<file path="src/rtl/div_issue_ctrl.sv">
// Integer divide issue controller: accepts DIV/DIVU/REM/REMU, resolves trivial
// cases and repeat operands locally, otherwise launches an external divider core
// on operand magnitudes and sign-corrects its result before writeback.
module div_issue_ctrl #(
  parameter int DIV_WIDTH = 32,
  parameter int ID_W      = 3
) (
  input  logic                         clk,
  input  logic                         rst,
  input  logic                         flush,
  input  logic                         issue_valid,
  output logic                         issue_ready,
  input  logic [DIV_WIDTH-1:0]         rs1,
  input  logic [DIV_WIDTH-1:0]         rs2,
  input  logic [1:0]                   op,
  input  logic [ID_W-1:0]              id,
  output logic                         wb_valid,
  input  logic                         wb_ack,
  output logic [DIV_WIDTH-1:0]         wb_rd,
  output logic [ID_W-1:0]              wb_id,
  output logic                         core_start,
  output logic [DIV_WIDTH-1:0]         core_dividend,
  output logic [DIV_WIDTH-1:0]         core_divisor,
  output logic [$clog2(DIV_WIDTH)-1:0] core_dividend_clz,
  output logic [$clog2(DIV_WIDTH)-1:0] core_divisor_clz,
  input  logic                         core_done,
  input  logic [DIV_WIDTH-1:0]         core_quotient,
  input  logic [DIV_WIDTH-1:0]         core_remainder
);

  localparam int CW = $clog2(DIV_WIDTH);

  typedef enum logic [1:0] {IDLE, START, BUSY, WB} state_e;

  // Leading-zero count; a zero input wraps, but zero magnitudes never take the slow path.
  function automatic logic [CW-1:0] clz(input logic [DIV_WIDTH-1:0] v);
    logic [CW-1:0] n;
    logic          found;
    n     = '0;
    found = 1'b0;
    for (int i = DIV_WIDTH - 1; i >= 0; i--) begin
      if (!found && !v[i]) n = n + CW'(1);
      else                 found = 1'b1;
    end
    return n;
  endfunction

  state_e                state_q, state_d;
  logic [1:0]            op_q, op_d;
  logic [ID_W-1:0]       id_q, id_d;
  logic [DIV_WIDTH-1:0]  rs1_q, rs1_d, rs2_q, rs2_d;
  logic [DIV_WIDTH-1:0]  mag1_q, mag1_d, mag2_q, mag2_d;
  logic                  neg1_q, neg1_d, neg2_q, neg2_d;
  logic [DIV_WIDTH-1:0]  res_q, res_d;
  // Reuse cache: last core-computed operands and their corrected results.
  logic                  cache_vld_q, cache_vld_d;
  logic [DIV_WIDTH-1:0]  c_rs1_q, c_rs1_d, c_rs2_q, c_rs2_d;
  logic                  c_uns_q, c_uns_d;
  logic [DIV_WIDTH-1:0]  c_quo_q, c_quo_d, c_rem_q, c_rem_d;

  logic                  accept;
  logic                  in_neg1, in_neg2;
  logic [DIV_WIDTH-1:0]  in_mag1, in_mag2;
  logic                  hit, fast;
  logic [DIV_WIDTH-1:0]  fast_res;
  logic [DIV_WIDTH-1:0]  quo_c, rem_c;

  assign issue_ready       = (state_q == IDLE) && !flush;
  assign accept            = issue_valid && issue_ready;
  assign wb_valid          = (state_q == WB) && !flush;
  assign wb_rd             = res_q;
  assign wb_id             = id_q;
  assign core_start        = (state_q == START);
  assign core_dividend     = mag1_q;
  assign core_divisor      = mag2_q;
  assign core_dividend_clz = clz(mag1_q);
  assign core_divisor_clz  = clz(mag2_q);

  // Operand decode at issue: sign flags, magnitudes and the local fast-path result.
  always_comb begin
    in_neg1  = !op[0] && rs1[DIV_WIDTH-1];
    in_neg2  = !op[0] && rs2[DIV_WIDTH-1];
    in_mag1  = in_neg1 ? -rs1 : rs1;
    in_mag2  = in_neg2 ? -rs2 : rs2;
    hit      = cache_vld_q && (rs1 == c_rs1_q) && (rs2 == c_rs2_q) && (op[0] == c_uns_q);
    fast     = (rs2 == '0) || (rs1 == '0) || hit;
    fast_res = '0;
    if (rs2 == '0)      fast_res = op[1] ? rs1 : '1;
    else if (rs1 == '0) fast_res = '0;
    else                fast_res = op[1] ? c_rem_q : c_quo_q;
  end

  // Sign correction of the raw core result (unsigned magnitudes in, signed out).
  always_comb begin
    quo_c = (!op_q[0] && (neg1_q != neg2_q)) ? -core_quotient : core_quotient;
    rem_c = (!op_q[0] && neg1_q) ? -core_remainder : core_remainder;
  end

  // Next-state and datapath update; flush overrides everything at the end.
  always_comb begin
    state_d     = state_q;
    op_d        = op_q;
    id_d        = id_q;
    rs1_d       = rs1_q;
    rs2_d       = rs2_q;
    mag1_d      = mag1_q;
    mag2_d      = mag2_q;
    neg1_d      = neg1_q;
    neg2_d      = neg2_q;
    res_d       = res_q;
    cache_vld_d = cache_vld_q;
    c_rs1_d     = c_rs1_q;
    c_rs2_d     = c_rs2_q;
    c_uns_d     = c_uns_q;
    c_quo_d     = c_quo_q;
    c_rem_d     = c_rem_q;
    case (state_q)
      IDLE: begin
        if (accept) begin
          op_d   = op;
          id_d   = id;
          rs1_d  = rs1;
          rs2_d  = rs2;
          mag1_d = in_mag1;
          mag2_d = in_mag2;
          neg1_d = in_neg1;
          neg2_d = in_neg2;
          if (fast) begin
            res_d   = fast_res;
            state_d = WB;
          end else begin
            state_d = START;
          end
        end
      end
      START, BUSY: begin
        if (core_done) begin
          res_d       = op_q[1] ? rem_c : quo_c;
          cache_vld_d = 1'b1;
          c_rs1_d     = rs1_q;
          c_rs2_d     = rs2_q;
          c_uns_d     = op_q[0];
          c_quo_d     = quo_c;
          c_rem_d     = rem_c;
          state_d     = WB;
        end else begin
          state_d = BUSY;
        end
      end
      WB: begin
        if (wb_ack) state_d = IDLE;
      end
      default: state_d = IDLE;
    endcase
    if (flush) begin
      state_d     = IDLE;
      cache_vld_d = 1'b0;
    end
  end

  // Control state with synchronous reset.
  always_ff @(posedge clk) begin
    if (rst) begin
      state_q     <= IDLE;
      cache_vld_q <= 1'b0;
    end else begin
      state_q     <= state_d;
      cache_vld_q <= cache_vld_d;
    end
  end

  // Datapath registers; only meaningful when qualified by state or cache valid.
  always_ff @(posedge clk) begin
    op_q    <= op_d;
    id_q    <= id_d;
    rs1_q   <= rs1_d;
    rs2_q   <= rs2_d;
    mag1_q  <= mag1_d;
    mag2_q  <= mag2_d;
    neg1_q  <= neg1_d;
    neg2_q  <= neg2_d;
    res_q   <= res_d;
    c_rs1_q <= c_rs1_d;
    c_rs2_q <= c_rs2_d;
    c_uns_q <= c_uns_d;
    c_quo_q <= c_quo_d;
    c_rem_q <= c_rem_d;
  end

endmodule

</file>
<file path="config.mk">
export PLATFORM = sky130hd
export DESIGN_NAME = div_issue_ctrl
export DESIGN_NICKNAME = d
export VERILOG_FILES = /design/src/rtl/div_issue_ctrl.sv
export SDC_FILE = /design/constraint.sdc
export NUM_CORES = 1
export LEC_CHECK = 0
export CORE_MARGIN = 4
export CORE_UTILIZATION = 30
export CTS_CLUSTER_SIZE = 24
export DETAILED_ROUTE_END_ITERATION = 8
export PLACE_DENSITY_LB_ADDON = 0.15
export SKIP_CTS_REPAIR_TIMING = 1
export SYNTH_ARGS = -nofsm -noshare
export SYNTH_HDL_FRONTEND = slang
export SYNTH_SLANG_ARGS = --single-unit
</file>
<file path="constraint.sdc">
create_clock -name clk -period 39.1 [get_ports clk]
set_input_delay 7.82 -clock clk [delete_from_list [all_inputs] [get_ports clk]]
set_output_delay 7.82 -clock clk [all_outputs]
set_load 0.01 [all_outputs]
</file>
# == Word-level counts from Yosys, hierarchy flattened ==
# Index checks and enable logic that the tools add are counted.
# word_totals
input_bits,139
latchBits,0
n_memories,0
ff_bits,299
mem_bits_ro,0
ram_bits,0
# op_classes
n_mux,144
shifts,0
mul,0
bitwise,0
reduce_logical,211
order_cmp,0
n_eq_ne,11
div,0
n_addsub,66
# ops
operator,count
$mux 32,12
$add 5x1->5 const B,61
$mux 5,61
$neg 32->32,4
$logic_not 1->1,127
$logic_and 1x1->1,72
$mux 1,65
$eq 32x32->1,2
$logic_not 32->1,2
$pmux 32 s2,1
$mux 2,4
$ne 2x2->1 const B,4
$pmux 2 s3,1
$reduce_and 2->1,3
$eq 2x2->1 const B,2
$reduce_and 4->1,1
$reduce_or 2->1,2
$add 1x1->2 const B,1
$eq 2x1->1 const B,1
$logic_not 2->1,1
$logic_or 1x1->1,2
$reduce_bool 2->1,1
$eq 1x1->1,1
$ne 1x1->1,1

# == Depth between registers and ports, before layout ==
# Gate-level depths: netlist of the first run.
# logic_depth
ltp_word,93
depth_mapped,78
mapped_depth_nobuf,77

# == Least setup slack after synthesis of the first run ==
# OpenSTA, ideal clock, no wires.
# synth_path
kind,flip-flop to output port
start,"register mag1_q[30], in the netlist core_dividend[30]"
end,output port core_dividend_clz[4]
n_path_buf,0
arrival_ns,12.900
path_slack_ns,18.380
required_time_ns,31.280
stages_incl_launch_ff,72
cell_sequence,edfxtp_1 inv_1 a21oi_1 ha_1 o31a_1 ha_1 mux2_2 o21ai_0 ha_1 nor2_1 a21oi_1 o21ai_0 ha_1 mux2_2 o211ai_1 a22o_1 mux2i_1 o21ai_0 [36 not listed] o21ai_0 o21ai_0 nand2_1 ha_1 nor2_1 a211oi_1 a31oi_1 ha_1 mux2i_1 o21bai_1 ha_1 and2_1 maj3_1 and2_1 a31oi_1 a31oi_1 mux2i_1 xnor3_1
# synth_between
elab_chain_len,93
elab_cells_between_ends,153
cone_classes,30 x add/sub; 61 x mux; 62 x reduce/logical
# synth_rtl
element,line,source
start: declaration,52,"logic [DIV_WIDTH-1:0] mag1_q, mag1_d, mag2_q, mag2_d;"
start signal: assignment,178,mag1_q <= mag1_d;
$logic_not 1->1 (*),42,if (!found && !v[i]) n = n + CW'(1);
$logic_and 1x1->1 (*),42,
"parallel branches: the longest is 90 deep, another holds $add 5x1->5",n/a,
$mux 5 (*),42,
end: declaration,24,"output logic [$clog2(DIV_WIDTH)-1:0] core_dividend_clz,"
# Every way passes the cells marked *.

# == Worst setup path in the final report of the first run ==
# Ends and elaborated chain as after synthesis.

==> metrics.md, run 1 <==
| Metric | Value |
|---|---|
| WP data arrival | 15.66 ns |
| Final setup violation count | 0 |
| Max incr delay on CP | 0.49 ns |
| Routed WL | 66.1 mm |
| Worst setup SP type | flop |
| Htree depth | 2 |
| Synth Cell Area | 20600 sq um |
| DR WL/cell | 20.4 microns |
| # fillers | 6655 |
| Final Slew Violations | 0 |
| DR iter-0 viols | 1209 |
| Fin. Hold Viols | 0 |
| Dpl cell area | 24000 sq um |
| Cell mode on critical path | ha_1 |
| Die W | 270 microns |
| Syn_area_per_cell | 9.77 sq um |
| Longest Clk Path Bufs | 3 |
| DP Wirelength | 50.0 mm |
| Vias after detailed routing | 16800 |
| VDD IR max | 0.0214 mV |
| Via count of the first global-routing pass | 16400 |
| Syn nets | 2313 |
| Synth top area cells | edfxtp_1, xnor2_1, xor2_1, ha_1, a21oi_1 |
| Slew @ Worst Pin | 1.04 ns |
| Number of vias per cell | 5.19 |
| Power per cell area | 33.1 nW/um^2 |
| Reg clk slew, reported paths | 0.06 ns |
| Seq cells post-synth | 297 |
| Final Cycle Share | 0.601 |
| RSZ-0062 raised after global routing | false |
| Outcome | completed |
| First-pass GRT wire length | 100 mm |
| EDFF count, synth | 294 |
| Post-DRT Antenna Nets | 0 |
| GRT Resource Usage Total | 0.174 |
| Max Freq | 42.6 MHz |
| Root Buffer | clkbuf_16 |
| Placement Rows | 95 |
| Ys async rst share | 0 |
| Share of layout cells above drive strength 1 | 0.0561 |
| Largest net degree at the start of global routing | 74 |
| Design area | 25100 sq um |
| Most frequent cell after synthesis | edfxtp_1 |
| CP Max Fanout | 7 |
| Crit path time final | 23.48 ns |
| Total negative slack | 0 ns |
| Clock skew | 0.0310 ns |
| Inserted Clock Buffers | 34 |
| Chip height | 270 microns |
| Clk_lat worst skew | 0.53 ns |
| NumNets Final | 2535 |
| Dominant synthesized flop cell | edfxtp_1 |
| Yosys warnings | 0 |
| Seq. cell area | 8890 sq um |
| Max Cap Viol | 0 |
| Sink Count | 297 |
| Initial Util | 0.304 |
| Setup crit end kind | output pin |
| Seq/Total Area, Yosys | 0.432 |
| Area of the die | 72900 sq um |
| DR pass1 iterations | 5 |
| Post-Syn Instances | 2107 |
| Largest area contributor in the netlist | edfxtp_1 |
| Synth cell types | 85 |
| Routability congestion estimate | 0.867 |
| Io pins | 251 |
| Crit Path Class | reg -> out |
| CP max stage cell | clkdlybuf4s50_1 |
| CTS tree | yes |
| Syn-to-layout area delta | 21.8% |
| CP required | 31.28 ns |
| Area of the core | 67600 sq um |
| Multi-input gate area | 11100 sq um |
| Residual DRC count | 0 |
| Yosys top cell area share | 0.429 |
| Port Buffer Count | 250 |
| Relative slew margins | 0.302 |
| Grt ovf | 0 |
| Pleak | 8.75 nW |
| Hold WC Path Type | reg -> reg |
| Initial antenna violation count | 7 |
| Most frequent cells after synthesis | edfxtp_1, nor2_1, nand2_1, a21oi_1, xnor2_1 |
[final timing paths]
path | startpoint | to | slack, ns | depth (start not counted)
min | rs2_q[24] | c_rs2_q[24] | 0.41 | 0
max | core_dividend[30] | core_dividend_clz[4] | 15.62 | 72
min reg2reg | rs2_q[24] | c_rs2_q[24] | 0.41 | 0
max reg2reg | state_q[0] | state_q[0] | 35.32 | 7
[stage by stage]
step	hold slack, ns	power, mW	setup WS (ns)	util	instances
after global routing	0.423	0.869	14.17	0.371	3230
after CTS	0.413	0.841	15.61	0.371	3224
after floorplan	0.400	0.463	18.38	-	2107
after detailed placement	0.405	0.525	16.25	0.355	3166
after global placement	0.401	0.524	16.75	0.355	3166
final	0.413	0.831	15.62	0.371	3230
[routing by layer]
layer,track usage,vias up,wire length [microns]
li1,-,8146,-
met1,0.236,8136,30700
met2,0.290,408,31200
met3,0.0266,69,2970
met4,0.0447,0,1200
met5,0,-,0
[power by group]
part	switching [mW]	internal [mW]
clock	0.132	0.180
sequential	0.0117	0.367
combinational	0.0794	0.0604
[layout by cell type, fill, tap and decap left out, types with 9 or more instances in the layout]
cell	n
edfxtp_1	294
clkdlybuf4s50_1	250
nor2_1	208
nand2_1	173
a21oi_1	157
xnor2_1	144
o21ai_0	129
xor2_1	121
inv_1	72
ha_1	66
mux2i_1	64
nor3_1	60
nand2b_1	43
nor2b_1	40
nor4_1	36
nand3_1	34
a22oi_1	34
clkbuf_16	34
o31ai_1	25
o21a_1	24
buf_4	22
or3_1	21
and2_1	21
or4_1	15
o22ai_1	12
mux2_2	12
a21o_1	11
a31oi_1	11
nand4_1	10
o41ai_1	10
o211ai_1	9
clkinv_2	9
[registers in the layout (all words and copies together), names as in the netlist, 2 cells and up]
register       flops
c_quo_q           32
c_rem_q           32
c_rs1_q           32
c_rs2_q           32
core_dividend     31
core_divisor      31
op_q               2
rs1_q             32
rs2_q             32
state_q            2
wb_id              3
wb_rd             32
[layout make-up]
type	instances	area share
clock buffer	37	0.0344
timing repair buffer	272	0.106
multi-input combinational	1652	0.442
inverter	72	0.0108
clock inverter	21	0.00788
tap	873	0.0436
sequential	297	0.354
antenna	6	0.000599
[kinds of logic after synthesis]
group | count (synthesis) | share of synthesized area
adder cells (fa/ha/maj) | 73 | 0.0436
XOR/XNOR | 286 | 0.133
multiplexers | 76 | 0.0377
AND/OR/NAND/NOR | 715 | 0.171
flip-flops | 297 | 0.432
buffers and inverters | 158 | 0.0310
AO/OA/AOI/OAI | 502 | 0.152
[worst max-delay path: cells and delay by family, from the launching register on]
kind,cells,cell delay (ns)
AO/OA/AOI/OAI,32,5.51
adder cells (fa/ha/maj),16,4.81
multiplexers,10,2.02
AND/OR/NAND/NOR,11,1.52
buffers and inverters,2,0.58
flip-flops,1,0.47
XOR/XNOR,1,0.25
Power figures use the tool's default switching activity.
==> run 2: changes to the inputs <==
- clock period: 39.1 -> 19.5 ns (I/O delays scaled with it)
==> run 2 against run 1 <==
Compared with the run above:
- routed wire length up 0.26%
- setup slack worse by 15 ns
- combinational power up 110%
- critical path type unchanged
- register-to-register slack worse by 20 ns
- design area up 0.86%
- total power up 100%
- largest cell class unchanged
- via count up 0.57%
- highest routed layer is now met5
==> metrics.md, run 2 (same netlist as run 1, synthesis figures left out) <==
| Metric | Value |
|---|---|
| Grt ovf | 0 (unchanged) |
| Final Cycle Share | 0.947 |
| Worst setup SP type | flop |
| Initial antenna violation count | 4 (-3) |
| Htree depth | 2 (unchanged) |
| CP Max Fanout | 8 (+1) |
| WP data arrival | 14.58 ns (-1.08 ns) |
| Longest Clk Path Bufs | 3 (unchanged) |
| Routed WL | 66.2 mm (+0.26%) |
| Largest net degree at the start of global routing | 77 (+4.1%) |
| Clock skew | 0.0268 ns (-0.00421 ns) |
| Commonest non-fill, non-tap cell in the layout | edfxtp_1 |
| Max incr delay on CP | 0.62 ns (+0.13 ns) |
| Post-DRT Antenna Nets | 0 (unchanged) |
| CTS tree | yes |
| Initial Util | 0.304 (unchanged) |
| Via count of the first global-routing pass | 16600 (+1.1%) |
| Dpl cell area | 24000 sq um (about the same) |
| Max Freq | 54.1 MHz |
| Crit Path Class | reg -> out |
| Sink Count | 297 (unchanged) |
| Area of the core | 67600 sq um (unchanged) |
| First-pass GRT wire length | 101 mm (+0.74%) |
| Clk_lat worst skew | 0.53 ns (about the same) |
| GRT Resource Usage Total | 0.174 (+0.000559) |
| Root Buffer | clkbuf_16 |
| Cell mode on critical path | ha_1 |
| Chip height | 270 microns (unchanged) |
| Max Cap Viol | 0 (unchanged) |
| Slew @ Worst Pin | 1.04 ns (-0.000546 ns) |
| Die W | 270 microns (unchanged) |
| Fin. Hold Viols | 0 (unchanged) |
| Design area | 25300 sq um (+0.86%) |
| CP max stage cell | or4_4 |
| VDD IR max | 0.0445 mV (+110%) |
| Port Buffer Count | 250 (unchanged) |
| Multi-input gate area | 11200 sq um (+1.3%) |
| Relative slew margins | 0.302 (+0.000365) |
| Inserted Clock Buffers | 34 (unchanged) |
| RSZ-0062 raised after global routing | true |
| Setup crit end kind | output pin |
| DR WL/cell | 20.5 microns (about the same) |
| Most frequent cells in the layout | edfxtp_1, clkdlybuf4s50_1, nor2_1 |
| Final Slew Violations | 0 (unchanged) |
| DR iter-0 viols | 1185 (-2.0%) |
| Seq. cell area | 8890 sq um (unchanged) |
| Pleak | 8.81 nW (+0.73%) |
| Vias after detailed routing | 16900 (+0.57%) |
| DP Wirelength | 50.1 mm (+0.29%) |
| Syn-to-layout area delta | 22.8% |
| Residual DRC count | 0 (unchanged) |
| Power per cell area | 66.0 nW/um^2 (+99%) |
| Hold WC Path Type | reg -> reg |
| Final setup violation count | 0 (unchanged) |
| NumNets Final | 2548 (+0.51%) |
| Placement Rows | 95 (unchanged) |
| Share of layout cells above drive strength 1 | 0.0681 (+0.0120) |
| Outcome | completed |
| CP required | 15.60 ns (-15.68 ns) |
| Reg clk slew, reported paths | 0.06 ns (about the same) |
| Area of the die | 72900 sq um (unchanged) |
| Routability congestion estimate | 0.868 (+0.20%) |
| Io pins | 251 (unchanged) |
| Number of vias per cell | 5.21 (+0.32%) |
| # fillers | 6686 (+0.47%) |
| Crit path time final | 18.48 ns |
| DR pass1 iterations | 5 (unchanged) |
| Hold WS | 0.395 ns (-0.0185 ns) |
[run 2: path summary, 6_finish.rpt]
check | startpoint | endpoint | cells past startpoint | slack (ns)
max reg2reg | state_q[0] | state_q[0] | 7 | 15.66
min | rs2_q[24] | c_rs2_q[24] | 0 | 0.39
min reg2reg | rs2_q[24] | c_rs2_q[24] | 0 | 0.39
max | core_dividend[29] | core_dividend_clz[4] | 70 | 1.02
[run 2: layout make-up]
class	instances	share of cell area
multi-input cells	1652	0.444
flip-flops and latches	297	0.351
repair buffers	285	0.109
well taps	873	0.0432
clock buffers	43	0.0350
inverters	72	0.0107
clock inverters	14	0.00633
diodes	2	0.000198
[run 2: critical path, delay by kind of cell, from the launching register on]
kind / cells / cell delay [ns]
compound gates: 30 / 4.26
fa+ha+maj: 15 / 4.32
flops: 1 / 0.53
simple gates: 13 / 2.20
mux: 10 / 2.00
buf+inv: 1 / 0.49
xor+xnor: 1 / 0.25
[run 2: power breakdown]
part	switching, mW	internal (mW)	leakage (nW)
clock network	0.257	0.361	0.501
registers	0.0236	0.737	2.73
logic	0.163	0.127	5.59
[run 2: through the flow]
step                worst slack [ns]  instances  utilization  TNS (ns)  power [mW]
floorplan                       2.70       2107            -         0       0.929
global placement                1.05       3165        0.355         0        1.05
detailed placement             0.576       3165        0.355         0        1.05
CTS                          -0.0563       3222        0.370   -0.0563        1.68
global route                 -0.0820       3238        0.374    -0.151        1.75
finish                          1.02       3238        0.374         0        1.67
[run 2: per-layer routing]
layer / wire length (microns) / share of wire / vias up / track usage
li1: - / - / 8173 / -
met1: 30400 / 0.46 / 8206 / 0.237
met3: 3120 / 0.047 / 73 / 0.0282
met5: 13 / 0.00020 / - / 0
met2: 31400 / 0.47 / 401 / 0.292
met4: 1350 / 0.020 / 2 / 0.0412
